## src/rtl/mem_arbiter_pkg.sv

```systemverilog
// Shared types and constants for the two-port SRAM arbiter.
// Port ids, one-hot FSM encoding, default timing limits and the debug view.
package mem_arbiter_pkg;

    localparam int DEF_MAX_WAIT    = 4;
    localparam int DEF_TIMEOUT_CYC = 1023;

    localparam logic PORT_CPU = 1'b0;
    localparam logic PORT_DMA = 1'b1;

    typedef enum logic [2:0] {
        ST_IDLE  = 3'b001,
        ST_ISSUE = 3'b010,
        ST_DONE  = 3'b100
    } arb_state_e;

    // Fixed-width snapshot of internal state so checkers can bind without hierarchy.
    typedef struct packed {
        arb_state_e  state;
        logic        owner;
        logic [7:0]  starve;
        logic [15:0] timer;
    } arb_dbg_t;

    function automatic logic [1:0] port_sel(input logic id);
        return id ? 2'b10 : 2'b01;
    endfunction

endpackage

```

## src/rtl/mem_arbiter_if.sv

```systemverilog
// Requester ports (index 0 = CPU, 1 = DMA) plus the single path to phy_mem_ctrl.
// Each reqN is held with addr/wdata/we until its 1-cycle ackN; mem_req is held until mem_ack.
interface mem_arbiter_if;

    logic [1:0]        req;
    logic [1:0][31:0]  addr;
    logic [1:0][31:0]  wdata;
    logic [1:0]        we;
    logic [1:0]        ack;
    logic [1:0][31:0]  rdata;
    logic [1:0]        err;

    logic              mem_req;
    logic [31:0]       mem_addr;
    logic [31:0]       mem_data_out;
    logic              mem_is_write;
    logic [31:0]       mem_data_in;
    logic              mem_ack;

    modport slave (
        input  req, addr, wdata, we, mem_data_in, mem_ack,
        output ack, rdata, err, mem_req, mem_addr, mem_data_out, mem_is_write
    );

    modport master (
        output req, addr, wdata, we, mem_data_in, mem_ack,
        input  ack, rdata, err, mem_req, mem_addr, mem_data_out, mem_is_write
    );

endinterface

```

## src/rtl/mem_arbiter_timer.sv

```systemverilog
// Clear/enable up-counter with terminal-count flag; used as the access watchdog.
// Holds at LIMIT-1 so a missed clear can never wrap into a false short timeout.
module mem_arbiter_timer #(
    parameter int LIMIT = 1023,
    parameter int W     = $clog2(LIMIT) + 1
) (
    input  logic         clk,
    input  logic         rst,
    input  logic         clr_i,
    input  logic         en_i,
    output logic [W-1:0] cnt_o,
    output logic         tc_o
);

    logic [W-1:0] cnt_q, cnt_d;

    assign tc_o  = (cnt_q == W'(LIMIT - 1));
    assign cnt_o = cnt_q;

    always_comb begin
        cnt_d = cnt_q;
        if (clr_i) begin
            cnt_d = '0;
        end else if (en_i && !tc_o) begin
            cnt_d = cnt_q + 1'b1;
        end
    end

    always_ff @(posedge clk or negedge rst) begin
        if (!rst) begin
            cnt_q <= '0;
        end else begin
            cnt_q <= cnt_d;
        end
    end

endmodule

```

## src/rtl/mem_arbiter.sv

```systemverilog
// Shares one SRAM path between CPU (port 0, priority) and DMA (port 1, anti-starvation).
// A hung access is aborted by the watchdog and completed with err on the owning port.
module mem_arbiter
    import mem_arbiter_pkg::*;
#(
    parameter int MAX_WAIT    = DEF_MAX_WAIT,
    parameter int TIMEOUT_CYC = DEF_TIMEOUT_CYC
) (
    input  logic          clk,
    input  logic          rst,
    mem_arbiter_if.slave  bus,
    output arb_dbg_t      dbg_o
);

    localparam int SW = $clog2(MAX_WAIT + 1);
    localparam int TW = $clog2(TIMEOUT_CYC) + 1;

    arb_state_e        state_q, state_d;
    logic              owner_q, owner_d;
    logic [31:0]       addr_q, addr_d;
    logic [31:0]       wdata_q, wdata_d;
    logic              we_q, we_d;
    logic              abort_q, abort_d;
    logic [SW-1:0]     starve_q, starve_d;
    logic [1:0][31:0]  rdata_q, rdata_d;

    logic              req_any;
    logic              starve_full;
    logic              grant1;
    logic [TW-1:0]     tmr_cnt;
    logic              tmr_tc;
    logic              in_issue;

    assign in_issue = (state_q == ST_ISSUE);

    mem_arbiter_timer #(
        .LIMIT (TIMEOUT_CYC),
        .W     (TW)
    ) u_timer (
        .clk   (clk),
        .rst   (rst),
        .clr_i (!in_issue),
        .en_i  (in_issue),
        .cnt_o (tmr_cnt),
        .tc_o  (tmr_tc)
    );

    assign req_any     = |bus.req;
    assign starve_full = (starve_q == SW'(MAX_WAIT));
    assign grant1      = bus.req[1] & (~bus.req[0] | starve_full);

    always_comb begin
        state_d  = state_q;
        owner_d  = owner_q;
        addr_d   = addr_q;
        wdata_d  = wdata_q;
        we_d     = we_q;
        abort_d  = abort_q;
        starve_d = starve_q;
        rdata_d  = rdata_q;

        unique case (state_q)
            ST_IDLE: begin
                if (req_any) begin
                    owner_d = grant1 ? PORT_DMA : PORT_CPU;
                    addr_d  = bus.addr[grant1];
                    wdata_d = bus.wdata[grant1];
                    we_d    = bus.we[grant1];
                    abort_d = 1'b0;
                    state_d = ST_ISSUE;
                    // Only a CPU win that leaves the DMA waiting counts toward starvation.
                    if (grant1) begin
                        starve_d = '0;
                    end else if (bus.req[1] && !starve_full) begin
                        starve_d = starve_q + 1'b1;
                    end
                end
            end

            ST_ISSUE: begin
                if (bus.mem_ack) begin
                    rdata_d[owner_q] = bus.mem_data_in;
                    state_d          = ST_DONE;
                end else if (tmr_tc) begin
                    rdata_d[owner_q] = '0;
                    abort_d          = 1'b1;
                    state_d          = ST_DONE;
                end
            end

            ST_DONE: begin
                state_d = ST_IDLE;
            end

            default: begin
                state_d = ST_IDLE;
            end
        endcase
    end

    always_ff @(posedge clk or negedge rst) begin
        if (!rst) begin
            state_q  <= ST_IDLE;
            owner_q  <= PORT_CPU;
            addr_q   <= '0;
            wdata_q  <= '0;
            we_q     <= 1'b0;
            abort_q  <= 1'b0;
            starve_q <= '0;
            rdata_q  <= '0;
        end else begin
            state_q  <= state_d;
            owner_q  <= owner_d;
            addr_q   <= addr_d;
            wdata_q  <= wdata_d;
            we_q     <= we_d;
            abort_q  <= abort_d;
            starve_q <= starve_d;
            rdata_q  <= rdata_d;
        end
    end

    // All outputs come straight from registers, so reset clears them without waiting for a clock.
    assign bus.mem_req      = in_issue;
    assign bus.mem_addr     = addr_q;
    assign bus.mem_data_out = wdata_q;
    assign bus.mem_is_write = we_q;
    assign bus.ack          = (state_q == ST_DONE) ? port_sel(owner_q) : 2'b00;
    assign bus.err          = bus.ack & {2{abort_q}};
    assign bus.rdata        = rdata_q;

    assign dbg_o.state  = state_q;
    assign dbg_o.owner  = owner_q;
    assign dbg_o.starve = 8'(starve_q);
    assign dbg_o.timer  = 16'(tmr_cnt);

endmodule

```

## src/flat_wrapper.sv

```systemverilog
// flat-port wrapper written by rule: the top's interface ports become plain ports
module mem_arbiter_flat import mem_arbiter_pkg::*;
#(
    parameter int MAX_WAIT    = DEF_MAX_WAIT,
    parameter int TIMEOUT_CYC = DEF_TIMEOUT_CYC
)
  (clk, rst, dbg_o, bus_req, bus_addr, bus_wdata, bus_we, bus_mem_data_in, bus_mem_ack, bus_ack, bus_rdata, bus_err, bus_mem_req, bus_mem_addr, bus_mem_data_out, bus_mem_is_write);
  mem_arbiter_if bus_i ();
  input  logic clk;
  input  logic rst;
  output arb_dbg_t dbg_o;
  input wire logic [$bits(bus_i.req)-1:0] bus_req;
  input wire logic [$bits(bus_i.addr)-1:0] bus_addr;
  input wire logic [$bits(bus_i.wdata)-1:0] bus_wdata;
  input wire logic [$bits(bus_i.we)-1:0] bus_we;
  input wire logic [$bits(bus_i.mem_data_in)-1:0] bus_mem_data_in;
  input wire logic [$bits(bus_i.mem_ack)-1:0] bus_mem_ack;
  output wire logic [$bits(bus_i.ack)-1:0] bus_ack;
  output wire logic [$bits(bus_i.rdata)-1:0] bus_rdata;
  output wire logic [$bits(bus_i.err)-1:0] bus_err;
  output wire logic [$bits(bus_i.mem_req)-1:0] bus_mem_req;
  output wire logic [$bits(bus_i.mem_addr)-1:0] bus_mem_addr;
  output wire logic [$bits(bus_i.mem_data_out)-1:0] bus_mem_data_out;
  output wire logic [$bits(bus_i.mem_is_write)-1:0] bus_mem_is_write;
  assign bus_i.req = bus_req;
  assign bus_i.addr = bus_addr;
  assign bus_i.wdata = bus_wdata;
  assign bus_i.we = bus_we;
  assign bus_i.mem_data_in = bus_mem_data_in;
  assign bus_i.mem_ack = bus_mem_ack;
  assign bus_ack = bus_i.ack;
  assign bus_rdata = bus_i.rdata;
  assign bus_err = bus_i.err;
  assign bus_mem_req = bus_i.mem_req;
  assign bus_mem_addr = bus_i.mem_addr;
  assign bus_mem_data_out = bus_i.mem_data_out;
  assign bus_mem_is_write = bus_i.mem_is_write;
  mem_arbiter #(.MAX_WAIT(MAX_WAIT), .TIMEOUT_CYC(TIMEOUT_CYC)) u_core (.clk(clk), .rst(rst), .bus(bus_i), .dbg_o(dbg_o));
endmodule
```

## config.mk

```make
export PLATFORM = sky130hd
export DESIGN_NAME = mem_arbiter_flat
export DESIGN_NICKNAME = d
export VERILOG_FILES = /design/src/rtl/mem_arbiter_pkg.sv /design/src/rtl/mem_arbiter_if.sv /design/src/rtl/mem_arbiter_timer.sv /design/src/rtl/mem_arbiter.sv /design/src/flat_wrapper.sv
export SDC_FILE = /design/constraint.sdc
export NUM_CORES = 1
export LEC_CHECK = 0
export CAP_MARGIN = 10
export CELL_PAD_IN_SITES_DETAIL_PLACEMENT = 0
export CELL_PAD_IN_SITES_GLOBAL_PLACEMENT = 1
export CORE_ASPECT_RATIO = 0.7
export CORE_MARGIN = 1.5
export CORE_UTILIZATION = 29
export DETAILED_ROUTE_END_ITERATION = 8
export PLACE_DENSITY = 0.86
export SYNTH_ARGS = -nofsm -noshare
export SYNTH_HDL_FRONTEND = slang
export SYNTH_SLANG_ARGS = --single-unit
```

## constraint.sdc

```tcl
create_clock -name clk -period 1.9 [get_ports clk]
set_input_delay 0.38 -clock clk [delete_from_list [all_inputs] [get_ports clk]]
set_output_delay 0.38 -clock clk [all_outputs]
set_load 0.05 [all_outputs]
```

-- Yosys cells after proc, flatten, opt, wreduce, memory -nomap -nowiden
Index checks and enable logic that the tools add are counted.
- input port bits: 167
- bits in registers: 148
- output and inout bits: 162
- $add $sub $neg: 2
- muxes and demuxes: 26
- magnitude comparators: 3
- equality and inequality tests: 10
- reductions and logical operators: 14
- bitwise logic cells: 6
- operators by type and width (kind ; number):
    two-way mux 32 bit ; 5
    two-way mux 64 bit ; 2
    AND 64 bit ; 1
    bitwise mux 64 bit ; 1
    inverter 64 bit ; 1
    demux 32 bit (select 1 bit) ; 1
    two-way mux 11 bit ; 2
    two-way mux 3 bit ; 5
    adder 11 x 1 -> 11 bit, second input constant ; 1
    == test 11 x 10 -> 1 bit, second input constant ; 1
    == test 3 bit, second input constant ; 2
    two-way mux 1 bit ; 6
    inequality test 2 x 1 -> 1 bit, second input constant ; 3
    one-hot mux 3 bit (2 select lines) ; 1
    AND reduction 2 bit ; 3
    nonzero test 2 bit ; 3
    < comparator 1 x 2 -> 1 bit, second input constant ; 2
    two-way mux 2 bit ; 2
    AND reduction 4 bit ; 1
    adder 3 x 1 -> 3 bit, second input constant ; 1
    == test 3 x 1 -> 1 bit, second input constant ; 1
    == test 3 x 2 -> 1 bit, second input constant ; 1
    logical AND 1 bit ; 3
    inequality test 3 x 2 -> 1 bit, second input constant ; 1
    10 further kinds ; 11

-- Depth between registers and ports, before layout
Gate-level depths: netlist (run 1).
- depth in word-level cells: 8
- gate-level depth with buffers: 8
- gate-level depth less buffers: 6

-- Modules after synthesis
A second synthesis (run 1) with hierarchy kept.
- cells, all modules: 710
- area, all modules: 6959.2 um2
- modules (own cells, without submodules) (module ; cells each ; area each (um2) ; seq. area each (um2) ; times used):
    mem_arbiter ; 638 ; 6214.7 ; 3429.5 ; 1
    mem_arbiter_timer ; 72 ; 744.5 ; 275.3 ; 1

-- Worst setup path before layout (run 1)
Ideal clock, no wire load.
- kind: flip-flop to output port
- from: reg u_core.state_q[1]
- to: out bus_err[0]
- required time: 1520 ps
- path buffers: 0
- slack: -381 ps
- arrival: 1901 ps
- stages on the path, launching flop included: 3
- path through: dfrtp_1 > nand3b_1 > nor3_1
- cells in the longest elaborated chain, start to end: 3
- ends and longest elaborated chain (item ; RTL line ; text):
    from (decl) ; mem_arbiter.sv:18 ; arb_state_e state_q, state_d;
    from (signal assigned) ; mem_arbiter.sv:112 ; state_q <= state_d;
    == test 3 bit ; mem_arbiter.sv:128 ; assign bus.ack = (state_q == ST_DONE) ? port_sel(owner_q) : 2'b00;
    two-way mux 2 bit ; mem_arbiter.sv:128 ;
    AND 2 bit ; mem_arbiter.sv:129 ; assign bus.err = bus.ack & {2{abort_q}};
    to (decl) ; flat_wrapper.sv:20 ; output wire logic [$bits(bus_i.err)-1:0] bus_err;
No other way between the ends.

-- Worst setup path after layout (run 1)
- from: reg u_core.state_q[1]
- to: out bus_mem_req
- cells in the longest elaborated chain, start to end: 1
- ends and longest elaborated chain (item ; RTL line ; text):
    == test 3 x 2 -> 1 bit ; mem_arbiter.sv:34 ; assign in_issue = (state_q == ST_ISSUE);
    to (decl) ; flat_wrapper.sv:21 ; output wire logic [$bits(bus_i.mem_req)-1:0] bus_mem_req;
No other way between the ends.

==> parameters.txt, run 1 <==
Parameter                              Value

Yosys
  Yosys warns ... 0
  Syn Std Cell Area ... 6300 um2
  Cells taking the most area after synthesis ... dfrtp_1 58%, a21oi_1 11%, a22o_1 8.3%
  Combinational family with the most area after synthesis ... compound AO/OA/AOI/OAI gates
  Async set-reset flop share out of synthesis ... 100%
  Share of Yosys cell area claimed by the top area cell type ... 58.4%
  Complex-gate fraction of the synthesized area ... 22.0%
  Post-synthesis area per instance ... 10.2 um2
  Simple logic cell fraction of the synthesized area ... 12.6%
  Flop and latch count out of synthesis ... 148
  Post-synth EDFFs ... 0
  Syn Inst Count ... 620
  Cell taking the most area after synthesis ... dfrtp_1
  Ys flop type ... dfrtp_1
  Xor-xnor portion of the synthesized cell area ... 0.278%
  Register area share after synthesis ... 58.8%
  Post-synthesis adder-cell area fraction ... 0.795%
  Count of cell types in the netlist ... 45
  Share of synthesized area spent on multiplexers ... 0.159%

Clock tree
  Number of clock buffers inserted by TritonCTS ... 17
  Clock-pin slew of the registers on the worst-case setup and hold paths ... 70 ps
  Root buffer cell ... clkbuf_16
  Htree depth ... 4
  CTS sink count ... 148
  Source-to-sink clock delay at the later pin of the worst-skew pair ... 420 ps
  CTS max path bufs ... 2
  CTS tree ... done

Worst setup path
  Capturing element type of the critical path ... output port
  Setup Crit Path Kind ... register to output port
  R2R depth ... 7
  Worst Setup Start Kind ... register
  Worst endpoint data arrival time ... 1510 ps
  Required time at the worst-slack endpoint ... 1520 ps
  Critical Path Fanout Max ... 6

Cells and area
  Share of final-layout standard cells stronger than drive strength 1 ... 20.5%
  Layout Area Growth over Synthesis ... 65.4%
  Net count reported at finish ... 1115
  Fill cells ... 1914
  Utilization after layout ... 49.5%
  Commonest non-fill, non-tap cells in the layout ... 165 x clkdlybuf4s50_1, 136 x dfrtp_1, 134 x a21oi_1
  Register cell area after layout ... 3720 um2
  Multi-input gate area in the final layout ... 2350 um2
  Most common cell after layout, fill and taps aside ... clkdlybuf4s50_1

Outcome
  Status ... finished clean

Pwr
  Pleak ... 4.84 nW
  Maximum VDD drop ... 0.929 mV
  Total power divided by cell area ... 1910 nW/um2

Floorplan
  Starting utilization of the core area ... 29.9%
  Vertical extent of the die ... 126 um
  I/O pins ... 329
  Core area ... 21000 um2
  Row count ... 44
  Width of the chip ... 179 um
  Area enclosed by the die boundary ... 22600 um2

Hold path
  Type of the tightest min-delay check ... primary input to register
  Count of cells along the worst hold path ... 3

Timing
  Clock Skew ... 5.66 ps
  Actual transition at the worst max-transition pin ... 517 ps
  Setup violation total in the final timing report ... 0
  RSZ-0062 raised after global routing ... true
  Max-slew headroom at the worst pin ... 65.7%
  Maximum clock rate ... 530 MHz
  Period minus WS final ... 1890 ps
  Max-slew violations ... 0
  Part of the cycle the worst path needs ... 99.4%
  Hold Vio Cnt, Final ... 0
  Setup_tns ... 0 ps

Drt
  Detailed-router iteration count before antenna repair ... 4
  Final WL ... 22.0 mm
  Average wire per standard cell ... 17.8 um
  Detailed-route vias per instance ... 4.80
  Routed Antenna Nets ... 0
  # DRC ... 0
  Detailed Route Iter0 Violations ... 295
  Via total after detailed routing ... 5918

Global route
  Vias in the first global route ... 5932
  Total gr overflow ... 0
  First-pass GRT wire length ... 33.6 mm
  Antenna violations before repair ... 1
  All-layer global routing usage ... 19.4%
  Maximum number of pins on one net before global-route repair ... 42

Placed design
  Detailed-placement wirelength estimate ... 15.5 mm
  GP Congestion ... 0.788
  IO buf count ... 318

Job
  # Max-Cap Violations ... 0
[power breakdown]
group	internal, mW	switching [mW]	leakage, nW
clock network	1.87	1.46	0.280
registers	4.58	0.834	1.78
logic	3.50	7.68	2.78
[metal layers]
metal  vias up  wire (um)  GRT usage, %  share of wire (%)
li1       2800          -             -                  -
met1      2844       9050          24.2                 41
met2       247      10200          30.5                 46
met3        27       2380          7.64                 11
met4         0        380          7.05                1.7
met5         -          0             0                  0
[path summary, 6_finish.rpt]
check / to / start / slack [ps]
setup / recovery: bus_mem_req / u_core.state_q[1] / 10
hold / removal: u_core.bus.mem_addr[22] / bus_addr[22] / 490
setup reg to reg: u_core.bus.rdata[22] / u_core.u_timer.cnt_o[0] / 130
hold reg to reg: u_core.bus.rdata[47] / u_core.bus.rdata[47] / 490
max in group asynchronous: u_core.bus.mem_data_out[2] / rst / 790
min in group asynchronous: u_core.u_timer.cnt_o[9] / rst / 510
[logic make-up (layout without fill, tap and decap cells)]
logic type,count (synthesis),count (layout)
xor gates and xnor gates,2,2
other,1,11
AOI/OAI and AO/OA,220,220
DFF,148,148
muxes,1,1
adders and majority gates,4,4
buffers and inverters,59,387
and+or+nand+nor,185,185
[synthesized netlist by cell type (2+ instances only)]
cell and number:
a211oi_1 2, a21oi_1 134, a22o_1 60, a22o_2 4
a31oi_1 3, and2_1 3, buf_1 3, buf_2 18
buf_4 12, buf_6 6, clkbuf_1 15, dfrtp_1 147
ha_1 4, inv_1 5, nand2_1 75, nand2b_1 3
nand3_1 3, nand3b_1 2, nor2_1 79, nor3_1 9
nor3b_1 2, o21ai_0 6, o21ai_2 2, o31ai_1 2
[state kept, by name (all words and copies together), names as in the netlist]
signal,flops
u_core.bus.rdata,64
u_core.bus.mem_addr,32
u_core.bus.mem_data_out,32
u_core.u_timer.cnt_o,11
u_core.starve_q,3
u_core.state_q,3
u_core.abort_q,1
u_core.bus.mem_is_write,1
u_core.owner_q,1
[timing repair]
action	CTS	global route
endpoints found under the setup margin	62	38
resized for setup	64	3
pin swaps	0	1
setup buffers	3	1
hold buffers	1	0
hold endpoints to repair	33	0
[through the flow]
step	cells	setup slack [ps]	hold slack, ps	power (mW)	area, um2
CTS	1232	-23.7	464	20.1	10400
global placement	1196	37.3	344	16.9	9840
finish	1234	11.7	493	19.9	10400
detailed placement	1196	3.35	343	17.0	9840
floorplan	629	-18.6	84.4	12.8	6370
global route	1234	-52.6	481	21.0	10400
[cell type report]
class                   instances  share of cell area, %
inverters                       5                  0.216
clock inverters                14                   1.35
repair buffers                350                   32.6
clock buffers                  18                   4.22
well taps                     276                   3.32
flip-flops and latches        148                   35.7
multi-input cells             422                   22.6
diodes                          1                 0.0240
[worst max-delay path, stage by stage (launching register included)]
cell	delay [ps]
dfrtp_2	430
or3b_4	410
clkinvlp_4	100
buf_12	130
Note: power is estimated with default switching activity, not from simulation.
==> run 2, diff against run 1 <==
Settings changed: ABC_AREA set to 1, PLACE_DENSITY 0.86 to 0.85, SYNTH_HIERARCHICAL set to 1.
==> run 2 against run 1 <==
Against the previous run:
- clock power hardly changed
- sequential share of layout area shrank 3.1 points
- first-iteration DRC count rose by 17%
- power fell by 2.2%
- clock skew rose by 8.7 ps
- cell area grew 9.4%
- register-to-register slack lost 110 ps
- routed wire length is 7.7% higher
- synthesized area rose by 13%
- worst setup slack improved by 0.95 ps
- highest routed layer unchanged
==> parameters.txt, run 2 <==
Parameter                              Value

Yosys
  Leading cell type by number of instances after synthesis ... nand2_1
  Register area share after synthesis ... 51.8%
  Share of Yosys cell area claimed by the top area cell type ... 51.5%
  Syn Std Cell Area ... 7150 um2
  Cells taking the most area after synthesis ... dfrtp_1 51%, nand2_1 19%, o211ai_1 6.8%
  Flop and latch count out of synthesis ... 148
  Post-synth EDFFs ... 0
  Cell taking the most area after synthesis ... dfrtp_1
  Post-synthesis area per instance ... 8.07 um2
  Count of cell types in the netlist ... 29
  Commonest cells post-synth ... 369 x nand2_1, 147 x dfrtp_1, 95 x inv_1
  Syn Inst Count ... 886
  Async set-reset flop share out of synthesis ... 100%
  Ys flop type ... dfrtp_1
  Yosys warns ... 6

Floorplan
  I/O pins ... 329
  Starting utilization of the core area ... 29.9%
  Row count ... 47
  Vertical extent of the die ... 134 um
  Area enclosed by the die boundary ... 25600 um2
  Core area ... 23900 um2
  Width of the chip ... 191 um

Cells and area
  Commonest non-fill, non-tap cells in the layout ... 353 x nand2_1, 165 x clkdlybuf4s50_1, 136 x dfrtp_1
  Number of flip-flops in the largest register ... 64
  Register cell area after layout ... 3720 um2
  Utilization after layout ... 47.6%
  Design area ... 11400 um2
  Most common cell after layout, fill and taps aside ... nand2_1
  Antenna Diode Count ... 0
  Share of final-layout standard cells stronger than drive strength 1 ... 19.5%
  Fill cells ... 2337
  Net count reported at finish ... 1389
  Final Non-Filler Cells ... 1549
  Layout Area Growth over Synthesis ... 59.5%
  Multi-input gate area in the final layout ... 2840 um2

Pwr
  Total power divided by cell area ... 1710 nW/um2
  Maximum VDD drop ... 1.02 mV
  Pleak ... 6.04 nW

Drt
  # DRC ... 0
  Routed Antenna Nets ... 0
  Via total after detailed routing ... 6927
  Detailed-route vias per instance ... 4.47
  Final WL ... 23.7 mm
  Detailed-router iteration count before antenna repair ... 4
  Average wire per standard cell ... 15.3 um
  Detailed Route Iter0 Violations ... 345

Timing
  Part of the cycle the worst path needs ... 99.3%
  Max-slew headroom at the worst pin ... 65.5%
  Setup violation total in the final timing report ... 0
  Final worst hold slack ... 461 ps
  RSZ-0062 raised after global routing ... true
  Period minus WS final ... 1890 ps
  Actual transition at the worst max-transition pin ... 520 ps
  Maximum clock rate ... 530 MHz
  Max-slew violations ... 0
  Clock Skew ... 14.3 ps
  Hold Vio Cnt, Final ... 0

Clock tree
  Clock-pin slew of the registers on the worst-case setup and hold paths ... 70 ps
  Source-to-sink clock delay at the later pin of the worst-skew pair ... 420 ps
  CTS sink count ... 148
  Htree depth ... 4
  CTS max path bufs ... 2
  CTS tree ... done
  Root buffer cell ... clkbuf_16
  Number of clock buffers inserted by TritonCTS ... 17

Global route
  All-layer global routing usage ... 17.9%
  First-pass GRT wire length ... 35.9 mm
  Total gr overflow ... 0
  Antenna violations before repair ... 0
  Maximum number of pins on one net before global-route repair ... 66
  Vias in the first global route ... 6700

Placed design
  GP Congestion ... 0.867
  Total instance count after detailed placement ... 1509
  Detailed-placement wirelength estimate ... 17.2 mm
  Post-place instance area ... 10700 um2
  IO buf count ... 318

Worst setup path
  Worst-path cell chain ... inv_1, nand3_2, nor2_1, buf_6
  Cell with the largest stage delay on the worst path ... dfrtp_2
  Capturing element type of the critical path ... output port
  Critical Path Fanout Max ... 5
  Register-to-register setup slack ... 20 ps
  Setup Crit Path Kind ... register to output port
  Worst Setup Start Kind ... register
  Worst endpoint data arrival time ... 1510 ps
  Largest stage delay on the critical path ... 450 ps
  Required time at the worst-slack endpoint ... 1520 ps

Outcome
  Status ... finished clean

Hold path
  Type of the tightest min-delay check ... primary input to async pin

Job
  # Max-Cap Violations ... 0
## run 2: cell types whose count changed after synthesis, sizes merged, moves of 4 or more
cell    before  now
nand4        1   10
buf         39   43
o211ai       1   65
nand2       75  376
a22o        64    0
inv          5   99
nor2        79   24
a21oi      134    0
o21ai        9   71
nor3         9    2
nand3        3   18
## run 2: power breakdown
group          internal, mW  switching [mW]  leakage [nW]  total (mW)
Combinational          3.07            7.78          3.89        10.8
Clock                  1.76            1.58         0.275        3.35
Sequential             4.51           0.788          1.88        5.30
Total                  9.34            10.1          6.04        19.5
## run 2: metrics by stage
step	power (mW)	setup TNS, ps	setup slack, ps
floorplan	12.5	-176	-65.3
global placement	16.4	0	83.4
detailed placement	16.5	0	38.5
CTS	19.6	0	1.07
global route	20.5	-1730	-79.0
finish	19.5	0	12.6
## run 2: path summary, 6_finish.rpt
| path | cells after the start | end | from |
|---|---|---|---|
| max | 4 | bus_ack[0] | u_core/state_q[1] |
| min in group clk | 2 | u_core/bus.rdata[59] | u_core/bus.rdata[59] |
| min reg2reg | 2 | u_core/bus.rdata[59] | u_core/bus.rdata[59] |
| max reg2reg | 10 | u_core/bus.rdata[32] | u_core/u_timer/cnt_o[0] |
| max in group asynchronous | 3 | u_core/bus.mem_addr[2] | rst |
| min | 2 | u_core/state_q[2] | rst |
## run 2: area by class of cell
class,count,area share (%)
multi-input cells,587,24.9
flip-flops and latches,148,32.6
clock inverters,15,1.42
inverters,100,3.36
well taps,318,3.49
clock buffers,17,3.73
repair buffers,364,30.5
## run 2: critical path, delay by kind of cell, from the launching register on
kind | cells | cell delay, ps
flip-flops | 1 | 450
buffers and inverters | 2 | 270
AND/OR/NAND/NOR | 2 | 370
## run 2: per-layer routing
layer	track usage, %	up-vias	wire length (um)
met5	0	-	0
met4	4.07	0	208
met3	6.80	19	2110
met2	28.1	234	10600
met1	23.3	3225	10700
li1	-	3449	-
## run 2: cells by family (layout without fill, tap and decap cells)
kind of cell | after synthesis | count (layout) | synth area share (%)
buf+inv | 160 | 496 | 10.4
simple gates | 434 | 434 | 24.9
flops | 148 | 148 | 51.8
fa+ha+maj | 4 | 4 | 0.700
other cells | 1 | 10 | 0.0525
compound gates | 136 | 136 | 11.8
xor+xnor | 3 | 3 | 0.368
## run 2: timing repair
action | CTS | global route
hold buffers | 1 | 0
pin swaps | 0 | 2
resized for setup | 53 | 28
setup buffers | 0 | 3
gates cloned | 0 | 4
setup endpoints to repair | 54 | 52
endpoints found under the hold margin | 34 | 0
